### config.mk
export PLATFORM = sky130hd
export DESIGN_NAME = watch_time_reporter
export DESIGN_NICKNAME = d
export VERILOG_FILES = /design/src/rtl/watch_time_reporter.sv
export SDC_FILE = /design/constraint.sdc
export NUM_CORES = 1
export LEC_CHECK = 0
export ABC_AREA = 1
export BUFFER_PORTS_ARGS = -buffer_cell sky130_fd_sc_hd__buf_2
export CAP_MARGIN = 40
export CORE_MARGIN = 4
export CORE_UTILIZATION = 45
export DETAILED_ROUTE_END_ITERATION = 8
export PLACE_DENSITY = 0.78
export RECOVER_POWER = 100
export REMOVE_ABC_BUFFERS = 1
export SKIP_CTS_REPAIR_TIMING = 1
export SLEW_MARGIN = 20
export SYNTH_ARGS = -nofsm -noshare
export SYNTH_HDL_FRONTEND = slang
export SYNTH_SLANG_ARGS = --single-unit
export TNS_END_PERCENT = 1
### constraint.sdc
create_clock -name clk -period 3.05 [get_ports clk]
set_input_delay 0.61 -clock clk [delete_from_list [all_inputs] [get_ports clk]]
set_output_delay 0.61 -clock clk [all_outputs]
set_load 0.02 [all_outputs]
### src/rtl/watch_time_reporter.sv
// Serialises a coherent hh:mm:ss[.cc] snapshot of the watch time as an ASCII line over a valid/ready byte stream.
// Optional centisecond field enabled by defining WATCH_REPORT_MSEC_EN.
module watch_time_reporter #(
    parameter logic [7:0] SEP_CHAR = 8'h3A,
    parameter logic [7:0] DOT_CHAR = 8'h2E,
    parameter bit         SEND_CR  = 1'b1
) (
    input  logic       clk,
    input  logic       rst,
    input  logic       start,
    input  logic [4:0] hour,
    input  logic [5:0] min,
    input  logic [5:0] sec,
    input  logic [6:0] msec,
    input  logic       tx_ready,
    output logic [7:0] tx_data,
    output logic       tx_valid,
    output logic       busy,
    output logic       done
);

`ifdef WATCH_REPORT_MSEC_EN
    localparam int BODY_LEN = 11;
`else
    localparam int BODY_LEN = 8;
`endif
    localparam int         LINE_LEN = BODY_LEN + (SEND_CR ? 2 : 1);
    localparam logic [3:0] LAST_IDX = 4'(LINE_LEN - 1);

    typedef enum logic [1:0] {IDLE = 2'd0, SEND = 2'd1, FIN = 2'd2} state_t;

    // Tens digit by compare against multiples of ten; inputs are already clamped to 0..99.
    function automatic logic [3:0] tens_of(input logic [6:0] v);
        logic [3:0] t;
        t = 4'd0;
        for (int k = 1; k < 10; k++) begin
            if (v >= 7'(k * 10)) t = 4'(k);
        end
        return t;
    endfunction

    function automatic logic [7:0] ascii_tens(input logic [6:0] v);
        return 8'h30 + {4'd0, tens_of(v)};
    endfunction

    function automatic logic [7:0] ascii_ones(input logic [6:0] v);
        logic [6:0] ones;
        ones = v - 7'(tens_of(v)) * 7'd10;
        return 8'h30 + {1'b0, ones};
    endfunction

    state_t     state_q, state_d;
    logic [3:0] idx_q, idx_d;
    logic [7:0] tx_data_q, tx_data_d;
    logic       tx_valid_q, tx_valid_d;
    logic       busy_q, busy_d;
    logic       done_q, done_d;
    logic [6:0] hr_q, hr_d, mn_q, mn_d, sc_q, sc_d;
    logic [6:0] hr_sat_s, mn_sat_s, sc_sat_s;
    logic [6:0] src_h_s, src_m_s, src_s_s;
    logic [3:0] sel_idx_s;
    logic [7:0] byte_s;

    assign hr_sat_s = (hour > 5'd23) ? 7'd23 : {2'b00, hour};
    assign mn_sat_s = (min  > 6'd59) ? 7'd59 : {1'b0, min};
    assign sc_sat_s = (sec  > 6'd59) ? 7'd59 : {1'b0, sec};

`ifdef WATCH_REPORT_MSEC_EN
    logic [6:0] cs_q, cs_d, cs_sat_s, src_c_s;
    assign cs_sat_s = (msec > 7'd99) ? 7'd99 : msec;
`else
    logic unused_msec_s;
    assign unused_msec_s = ^msec;
`endif

    // Byte source: live (clamped) inputs for the first byte, the snapshot for every later byte
    always_comb begin
        if (state_q == IDLE) begin
            src_h_s   = hr_sat_s;
            src_m_s   = mn_sat_s;
            src_s_s   = sc_sat_s;
            sel_idx_s = 4'd0;
        end else begin
            src_h_s   = hr_q;
            src_m_s   = mn_q;
            src_s_s   = sc_q;
            sel_idx_s = idx_q + 4'd1;
        end
`ifdef WATCH_REPORT_MSEC_EN
        src_c_s = (state_q == IDLE) ? cs_sat_s : cs_q;
`endif
    end

    // Line byte selected by position
    always_comb begin
        byte_s = 8'h0A;
        case (sel_idx_s)
            4'd0:    byte_s = ascii_tens(src_h_s);
            4'd1:    byte_s = ascii_ones(src_h_s);
            4'd2:    byte_s = SEP_CHAR;
            4'd3:    byte_s = ascii_tens(src_m_s);
            4'd4:    byte_s = ascii_ones(src_m_s);
            4'd5:    byte_s = SEP_CHAR;
            4'd6:    byte_s = ascii_tens(src_s_s);
            4'd7:    byte_s = ascii_ones(src_s_s);
`ifdef WATCH_REPORT_MSEC_EN
            4'd8:    byte_s = DOT_CHAR;
            4'd9:    byte_s = ascii_tens(src_c_s);
            4'd10:   byte_s = ascii_ones(src_c_s);
`endif
            default: begin
                if (SEND_CR && (sel_idx_s == 4'(BODY_LEN))) begin
                    byte_s = 8'h0D;
                end else begin
                    byte_s = 8'h0A;
                end
            end
        endcase
    end

    // Next-state and registered-output logic
    always_comb begin
        state_d    = state_q;
        idx_d      = idx_q;
        tx_data_d  = tx_data_q;
        tx_valid_d = tx_valid_q;
        busy_d     = busy_q;
        done_d     = 1'b0;
        hr_d       = hr_q;
        mn_d       = mn_q;
        sc_d       = sc_q;
`ifdef WATCH_REPORT_MSEC_EN
        cs_d       = cs_q;
`endif
        case (state_q)
            IDLE: begin
                if (start) begin
                    state_d    = SEND;
                    idx_d      = 4'd0;
                    tx_data_d  = byte_s;
                    tx_valid_d = 1'b1;
                    busy_d     = 1'b1;
                    hr_d       = hr_sat_s;
                    mn_d       = mn_sat_s;
                    sc_d       = sc_sat_s;
`ifdef WATCH_REPORT_MSEC_EN
                    cs_d       = cs_sat_s;
`endif
                end else begin
                    tx_valid_d = 1'b0;
                    busy_d     = 1'b0;
                end
            end
            SEND: begin
                if (tx_ready) begin
                    if (idx_q == LAST_IDX) begin
                        state_d    = FIN;
                        tx_valid_d = 1'b0;
                        done_d     = 1'b1;
                    end else begin
                        idx_d      = idx_q + 4'd1;
                        tx_data_d  = byte_s;
                    end
                end else begin
                    tx_valid_d = 1'b1;
                end
            end
            FIN: begin
                state_d = IDLE;
                idx_d   = 4'd0;
                busy_d  = 1'b0;
            end
            default: begin
                state_d    = IDLE;
                idx_d      = 4'd0;
                tx_valid_d = 1'b0;
                busy_d     = 1'b0;
            end
        endcase
    end

    // State, snapshot and output registers
    always_ff @(posedge clk or posedge rst) begin
        if (rst) begin
            state_q    <= IDLE;
            idx_q      <= 4'd0;
            tx_data_q  <= 8'h00;
            tx_valid_q <= 1'b0;
            busy_q     <= 1'b0;
            done_q     <= 1'b0;
            hr_q       <= 7'd0;
            mn_q       <= 7'd0;
            sc_q       <= 7'd0;
`ifdef WATCH_REPORT_MSEC_EN
            cs_q       <= 7'd0;
`endif
        end else begin
            state_q    <= state_d;
            idx_q      <= idx_d;
            tx_data_q  <= tx_data_d;
            tx_valid_q <= tx_valid_d;
            busy_q     <= busy_d;
            done_q     <= done_d;
            hr_q       <= hr_d;
            mn_q       <= mn_d;
            sc_q       <= sc_d;
`ifdef WATCH_REPORT_MSEC_EN
            cs_q       <= cs_d;
`endif
        end
    end

    assign tx_data  = tx_data_q;
    assign tx_valid = tx_valid_q;
    assign busy     = busy_q;
    assign done     = done_q;

endmodule
==> results.ini, run 1 <==
[logic_synthesis]
synthTopCellsByCount = nand2_1, inv_1, nor2_1, dfrtp_1, o21ai_0
seq_area_frac_synth_pct = 27.8
synth_ff_type = dfrtp_1
yosysTopAreaCellShare_pct = 27.8
synthTopCellsByArea = dfrtp_1, nand2_1, ha_1, inv_1, o21ai_0
synth_seq_cells = 34
synthCells = 455
yosys.area.top_type = dfrtp_1
synth.distinct_cells = 38
synth_area_per_cell_sq_um = 6.73
synth-edff-count = 0
ys_warn_count = 0
yosysMostFrequentCell = nand2_1
async_reset_ff_share_pct = 100
synth_area_sq_mm = 0.00306

[floorplanning]
rows = 29
die_h_microns = 90.5
ios = 39
design.core.area_sq_mm = 0.00649
start_util_pct = 47.2
fp.dieW_microns = 90.5
die_area_sq_mm = 0.00819

[cts]
cts_tree = built
htreeDepth = 2
path_clk_slew_ns = 0.08
clk_latency_ns = 0.29
root_buffer = clkbuf_8
numCtsBuffers = 5
clockBufferDepth = 2
cts_sinks = 34

[placed_design]
placed_area_sq_mm = 0.00370
port_buffers = 31
dp_hpwl_microns = 5830
place_congestion = 0.909

[timing]
relSlewSlack_pct = 32.5
drv_slew = 0
setup_viol_count_final = 4
final-hold-violation-count = 0
fin_skew_ns = 0.00732
clock.fmax_mhz = 284
tightest_slew_ns = 1.01
fin_crit_ns = 3.52
fin_crit_sh_pct = 116
rsz0062_at_grt = true
worst_slack_ns = -0.474

[worst_setup_path]
worstSetupStartpointType = flop
cp-end-kind = flop
crit_path_max_fanout = 7
r2r_slack_ns = -0.47
reg2reg_depth = 24
critPathKind = flop to flop
r2r_end = tx_data[5]
cp.arrival_ns = 3.68
r2r-start = state_q[0]
critPathRequiredTime_ns = 3.21

[detailed_routing]
drt-total-wl_microns = 7840
dr_total_vias = 3164
drcViolationCount = 0
antenna_left = 0
viasPerCell = 5.04
dr.pass1.iters = 5
drt_iter0_drc = 161
wl_per_cell_microns = 12.5

[finish]
diodes = 0
area_delta_synth_final_pct = 30.6
final_area_sq_mm = 0.00400
fin_nets = 604
nFillCells = 563
drive_gt1_share_pct = 29.9

[global_route]
grt_max_degree = 23
overflow = 0
met2_usage_pct = 32.7
use_met1_pct = 22.8
grt_usage_pct = 18.4
antenna_found_initial = 0
grt_pass1_wl_microns = 12700
grt-busiest-layer = met2
grt_pass1_vias = 3022
use_met3_pct = 2.92

[run_status]
violations = setup timing
status = finished, violations left

[run]
drv_cap = 0

[min_path]
hold_class = input pin to asynchronous set/reset pin

## state kept, by name (all words and copies together) (netlist names)
| register | cells |
|---|---|
| idx_q | 4 |
| hr_q | 5 |
| tx_valid | 1 |
| tx_data | 8 |
| done | 1 |
| busy | 1 |
| state_q | 2 |
| mn_q | 6 |
| sc_q | 6 |
## cells in the final DEF (no fill, tap or decap), drive strengths merged, types with 3 or more instances in the layout
| master | synthesis | routed |
|---|---|---|
| dfrtp | 34 | 34 |
| clkbuf | 3 | 20 |
| nand3 | 30 | 30 |
| nand4 | 3 | 3 |
| inv | 84 | 84 |
| ha | 23 | 23 |
| a21oi | 12 | 12 |
| a21boi | 4 | 4 |
| xor2 | 5 | 5 |
| o21ai | 48 | 48 |
| or2 | 6 | 6 |
| buf | 3 | 80 |
| o22ai | 4 | 4 |
| fa | 3 | 3 |
| nor3 | 3 | 3 |
| a31oi | 5 | 5 |
| nand2 | 135 | 135 |
| nor2 | 45 | 45 |
## worst max-delay path by stage
stage                       to        from
detailed placement  tx_data[6]      sec[5]
finish              tx_data[5]  state_q[0]
floorplan           tx_data[5]  state_q[1]
global placement    tx_data[5]      sec[3]
global route        tx_data[5]  state_q[0]
CTS                 tx_data[6]  state_q[0]
## critical path: stages, from the launching register on
cell and delay [ns]:
dfrtp_2 0.44, nor2_4 0.25, buf_6 0.17, nand2_2 0.05, o21ai_2 0.07, buf_4 0.14, nand3_2 0.07, nand2_2 0.07
nand2_1 0.05, nand2_1 0.06, nand2_2 0.06, a21boi_2 0.17, ha_2 0.19, inv_2 0.05, fa_2 0.39, nand2_2 0.10
nand2_2 0.06, a21oi_2 0.15, xor2_1 0.07, o21ai_1 0.16, o21ai_1 0.12, ha_2 0.34, inv_2 0.03, nand2_2 0.06
nand3_2 0.06
## layout make-up
class                           instances  area, sq um  area share (%)
Clock buffer                            6         82.6            2.06
Clock inverter                          2         12.5           0.313
Inverter                               84          315            7.88
Multi-Input combinational cell        331         2020            50.5
Sequential cell                        34          852            21.3
Tap cell                               77         96.3            2.41
Timing Repair Buffer                   94          622            15.5
## cell families (layout without fill, tap and decap cells)
logic type	Yosys count	in the layout	share of synthesized area [%]
DFF	34	34	27.8
xor gates and xnor gates	6	6	1.96
AOI/OAI and AO/OA	77	77	15.5
and+or+nand+nor	222	222	31.8
buffers and inverters	90	186	11.6
adders and majority gates	26	26	11.4
## metrics by stage
stage	std cells	TNS [ns]	setup WS, ns	utilization, %	hold WS [ns]
after floorplan	449	-1.19	-0.417	-	0.442
after global placement	613	-1.93	-0.559	56.9	0.457
after detailed placement	613	-2.35	-0.669	56.9	0.464
after CTS	621	-2.06	-0.614	58.4	0.412
after global routing	628	-2.57	-0.714	61.6	0.459
final	628	-1.50	-0.474	61.6	0.380
## metal layers
metal  up-vias  wire length [microns]  part of all wire [%]
met3        14                    361                   4.6
met4         0                    115                   1.5
li1       1627                      -                     -
met1      1452                   3370                    43
met5         -                      0                     0
met2        71                   3990                    51
Power of run 1 is left out: the tool's default activity adds up to more than one toggle a clock period on the data nets, which glitch-free logic cannot reach.
==> run 2, diff against run 1 <==
- CORE_ASPECT_RATIO: default -> 0.75
- SKIP_LAST_GASP: default -> 1
==> run 2 against run 1 <==
  * The run ends with capacitance limit, slew limit, setup timing left
  * Critical path type unchanged
  * Largest cell class unchanged
  * Clock-buffer cell count unchanged
  * Routed wire length increased by 9.6%
  * Sequential cell count unchanged
  * Cell count increased by 1.4%
  * Design area increased by 3.8%
  * Worst hold slack improved by 0.10 ns
  * Register-to-register slack got worse by 0.26 ns
==> results.ini, run 2 (synthesis results as in run 1) <==
[timing]
relSlewSlack_pct = -24.7  ; -57 points
worst_slack_ns = -0.730  ; -0.255 ns
rsz0062_at_grt = true
fin_crit_ns = 3.78  ; +0.255 ns
tightest_slew_ns = 1.87  ; +0.858 ns
drv_slew = 35  ; +35
fin_skew_ns = 0.00991  ; +0.00259 ns
setup_viol_count_final = 5  ; +1
final-hold-violation-count = 0  ; unchanged
clock.fmax_mhz = 265  ; -6.8%
fin_crit_sh_pct = 124  ; +8.4 points

[placed_design]
dp_hpwl_microns = 6070  ; +4.0%
placed_area_sq_mm = 0.00371  ; +0.27%
port_buffers = 31  ; unchanged
place_congestion = 0.956  ; +5.2%

[cts]
cts_tree = built
root_buffer = clkbuf_8
cts_sinks = 34  ; unchanged
numCtsBuffers = 5  ; unchanged
clk_latency_ns = 0.30  ; about the same
clockBufferDepth = 2  ; unchanged
htreeDepth = 2  ; unchanged
path_clk_slew_ns = 0.08  ; about the same

[finish]
diodes = 0  ; unchanged
final_common_cell = nand2_1
drive_gt1_share_pct = 30.6  ; +0.63 points
final_cell_mix = nand2_1, inv_1, buf_4
final_area_sq_mm = 0.00415  ; +3.8%
largest_register_ffs = 8  ; unchanged
fin_nets = 609  ; +0.83%
area_delta_synth_final_pct = 35.6

[detailed_routing]
viasPerCell = 5.10  ; +1.2%
drt-total-wl_microns = 8590  ; +9.6%
antenna_left = 0  ; unchanged
wl_per_cell_microns = 13.5  ; +8.0%
dr_total_vias = 3248  ; +2.7%
drcViolationCount = 0  ; unchanged
drt_iter0_drc = 173  ; +7.5%
dr.pass1.iters = 4  ; -1

[run_status]
violations = capacitance limit, slew limit, setup timing
status = finished, violations left

[global_route]
grt_max_degree = 35  ; +52%
grt_pass1_vias = 3019  ; -0.099%
grt_pass1_wl_microns = 13200  ; +4.0%
antenna_found_initial = 0  ; unchanged
overflow = 0  ; unchanged
grt_usage_pct = 20.0  ; +1.7 points

[floorplanning]
start_util_pct = 47.5  ; +0.38 points
die_area_sq_mm = 0.00820  ; +0.17%
ios = 39  ; unchanged
die_h_microns = 79.5  ; -12%
fp.dieW_microns = 103  ; +14%
design.core.area_sq_mm = 0.00644  ; -0.79%
rows = 25  ; -14%

[min_path]
hold_class = flop to flop

[worst_setup_path]
cp-end-kind = flop
critPathKind = flop to flop
worstSetupStartpointType = flop
cp.arrival_ns = 3.94  ; +0.26 ns
crit_path_max_fanout = 6  ; -1
critPathRequiredTime_ns = 3.21  ; about the same

[run]
drv_cap = 1  ; +1

-- run 2: path summary, 6_finish.rpt --
check                                 from    endpoint  slack [ns]  cells after the start
worst max-delay path            state_q[0]  tx_data[5]       -0.73                     22
worst max register to register  state_q[0]  tx_data[5]       -0.73                     22
worst min-delay path            tx_data[6]  tx_data[6]        0.48                      2
worst min register to register  tx_data[6]  tx_data[6]        0.48                      2
max in group asynchronous              rst     sc_q[2]        0.99                      3
min in group asynchronous              rst    tx_valid        0.97                      3
-- run 2: critical path, cell delays in order, from the launching register on --
cell and delay (ns):
dfrtp_1 0.43, nor2_4 0.10, buf_12 0.13, clkbuf_16 0.15, buf_4 0.15, or2_2 0.28, nand2_2 0.09, nand2_1 0.10
a21oi_2 0.21, a21boi_2 0.09, ha_2 0.19, ha_1 0.19, ha_1 0.28, inv_1 0.06, ha_4 0.28, xor2_2 0.13
nand2_1 0.07, o21ai_1 0.09, o21ai_1 0.11, ha_2 0.33, inv_1 0.04, nand2_1 0.05, nand3_1 0.07
-- run 2: layout make-up --
type                       instances  area (sq um)
tap                               81           101
timing repair buffer              99           701
clock buffer                       6          82.6
inverter                          84           315
fill                             575          2290
sequential                        34           851
multi-input combinational        331          2040
clock inverter                     2          60.1
-- run 2: per-stage QoR --
| step | setup WS [ns] | std cells | utilization, % | hold WS (ns) | setup TNS, ns |
|---|---|---|---|---|---|
| after global placement | -0.567 | 616 | 57.5 | 0.456 | -2.05 |
| after global routing | -0.977 | 637 | 64.5 | 0.507 | -3.93 |
| after CTS | -0.537 | 624 | 59.7 | 0.413 | -1.73 |
| final | -0.730 | 637 | 64.5 | 0.483 | -2.83 |
| after floorplan | -0.417 | 449 | - | 0.442 | -1.19 |
| after detailed placement | -0.674 | 616 | 57.5 | 0.466 | -2.48 |
-- run 2: per-layer routing --
layer	vias to the layer above	part of all wire (%)	global-route usage, %
met3	16	5.3	3.76
met5	-	0	0
li1	1636	-	-
met1	1512	43	26.2
met4	0	1.9	4.53
met2	84	50	34.2
Power of run 2 is left out for the same reason.
==> run 3, diff against run 2 <==
- SKIP_CTS_REPAIR_TIMING: 1 -> default
==> run 3 against run 2 <==
  * Global-route usage up 2.4 points
  * Clock skew hardly changed
  * Design area is 2.1% higher
  * The flow still finishes with violations (capacitance limit, slew limit, setup timing)
  * Cell count is 2.4% higher
  * Worst hold slack barely moved
  * Worst setup slack better by 0.18 ns
  * Routed wire length up 3.6%
==> results.ini, run 3 (synthesis results as in run 1) <==
[worst_setup_path]
cp_slowest_cell = dfrtp_1
critPathKind = flop to flop
cp_slowest_stage_delay_ns = 0.42  ; about the same
crit_path_max_fanout = 5  ; -1
r2r-start = state_q[1]
cp-end-kind = flop
critPathRequiredTime_ns = 3.21  ; about the same
worstSetupStartpointType = flop
cp_cell_sequence = nor2_4 -> clkbuf_16 -> nand2_1 -> nand2_2 -> inv_2 -> nor3_4 -> nand2_1 -> a21boi_2 -> ha_2 -> ha_1 -> ha_1 -> inv_1 -> ha_4 -> xor2_1 -> nand2_1 -> o21ai_1 -> o21ai_1 -> ha_2 -> inv_1 -> nand2_1 -> nand3_1
r2r_end = tx_data[5]
r2r_slack_ns = -0.55  ; +0.18 ns
reg2reg_depth = 21  ; -4.5%
cp.arrival_ns = 3.76  ; -0.18 ns
cpMostUsedCell = nand2_1

[placed_design]
dp_hpwl_microns = 6070  ; unchanged
place_congestion = 0.956  ; unchanged
placed_area_sq_mm = 0.00371  ; unchanged
port_buffers = 31  ; unchanged
dp_slack_ns = -0.674  ; unchanged

[timing]
clock.fmax_mhz = 278  ; +5.1%
fin_crit_ns = 3.60  ; -0.183 ns
tightest_slew_ns = 1.83  ; -0.0379 ns
fin_tns_setup_ns = -2.33  ; +0.504 ns
fin_crit_sh_pct = 118  ; -6.0 points
fin_skew_ns = 0.00976  ; -0.000157 ns
relSlewSlack_pct = -22.2  ; +2.5 points
rsz0062_at_grt = true
setup_viol_count_final = 6  ; +1
final-hold-violation-count = 0  ; unchanged
worst_slack_ns = -0.546  ; +0.183 ns
drv_slew = 35  ; unchanged

[cts]
cts_tree = built
clockBufferDepth = 2  ; unchanged
numCtsBuffers = 5  ; unchanged
cts_sinks = 34  ; unchanged
root_buffer = clkbuf_8
path_clk_slew_ns = 0.08  ; about the same
clk_latency_ns = 0.30  ; about the same
cts_hold_buf = 0
htreeDepth = 2  ; unchanged

[floorplanning]
die_area_sq_mm = 0.00820  ; unchanged
fp.dieW_microns = 103  ; unchanged
rows = 25  ; unchanged
start_util_pct = 47.5  ; unchanged
design.core.area_sq_mm = 0.00644  ; unchanged
ios = 39  ; unchanged
die_h_microns = 79.5  ; unchanged

[finish]
nFillCells = 571  ; -0.70%
regArea_sq_um = 851  ; unchanged
area_delta_synth_final_pct = 38.4
multiInputGateArea_sq_mm = 0.00203  ; -0.43%
largest_register_ffs = 8  ; unchanged
final_area_sq_mm = 0.00424  ; +2.1%
final_util_pct = 65.8  ; +1.3 points
diodes = 0  ; unchanged
final_cell_mix = nand2_1, buf_4, inv_1
fin_nets = 624  ; +2.5%
drive_gt1_share_pct = 32.2  ; +1.6 points
final_common_cell = nand2_1

[detailed_routing]
wl_per_cell_microns = 13.7  ; +1.2%
antenna_left = 0  ; unchanged
drcViolationCount = 0  ; unchanged
dr.pass1.iters = 5  ; +1
drt_iter0_drc = 142  ; -18%
viasPerCell = 5.14  ; +0.89%
dr_total_vias = 3354  ; +3.3%
drt-total-wl_microns = 8900  ; +3.6%

[min_path]
hold_path.startpoint = tx_data[6]
hold_class = flop to flop
hold_depth = 2  ; unchanged
min_to = tx_data[6]

[global_route]
grt_pass1_wl_microns = 14600  ; +11%
grt_usage_pct = 22.5  ; +2.4 points
grt_max_degree = 35  ; unchanged
overflow = 0  ; unchanged
antenna_found_initial = 0  ; unchanged
grt_pass1_vias = 3318  ; +9.9%

[run_status]
violations = capacitance limit, slew limit, setup timing
status = finished, violations left

[run]
drv_cap = 1  ; unchanged

-- run 3: changes by cell type in the layout (fill, tap and decap cells not counted), sizes merged --
cell,delta
buf,+16
clkbuf,-1
-- run 3: layer usage --
| metal | global-route usage, % | up-vias | wire [microns] |
|---|---|---|---|
| met2 | 39.0 | 107 | 4410 |
| met5 | 0 | - | 0 |
| met3 | 4.02 | 17 | 512 |
| li1 | - | 1672 | - |
| met1 | 27.7 | 1558 | 3790 |
| met4 | 7.89 | 0 | 192 |
-- run 3: cell type report --
type,count,area share [%]
multi-input cells,331,48.0
flip-flops and latches,34,20.1
repair buffers,114,18.8
inverters,84,7.44
well taps,81,2.39
clock buffers,6,1.95
clock inverters,2,1.42
-- run 3: worst max path at each step --
stage               depth (start not counted)  startpoint  slack, ns    endpoint
CTS                                        21  state_q[0]      -0.40  tx_data[5]
global route                               25  state_q[1]      -0.80  tx_data[6]
floorplan                                  22  state_q[1]      -0.42  tx_data[5]
detailed placement                         24      sec[5]      -0.67  tx_data[5]
finish                                     21  state_q[1]      -0.55  tx_data[5]
global placement                           24      sec[3]      -0.57  tx_data[5]
-- run 3: worst max-delay path, delay by kind of cell, from the launching register on --
kind / cells / cell delay [ns]
AOI/OAI and AO/OA: 3 / 0.38
xor gates and xnor gates: 1 / 0.16
buffers and inverters: 4 / 0.37
and+or+nand+nor: 8 / 0.86
DFF: 1 / 0.42
adders and majority gates: 5 / 1.25
-- run 3: what timing repair did --
action                                  4_1_cts  5_1_grt
setup buffers                                18        9
pin swaps                                    10       25
gates resized for setup                      28       28
hold endpoints to repair                      0        0
endpoints found under the setup margin        4        7
gates cloned                                  1        1
-- run 3: metrics by stage --
stage                     hold WS [ns]  cells
after CTS                        0.413    643
after global routing             0.507    652
after floorplan                  0.442    449
after detailed placement         0.466    616
final                            0.484    652
after global placement           0.456    616
Power of run 3 is left out for the same reason.
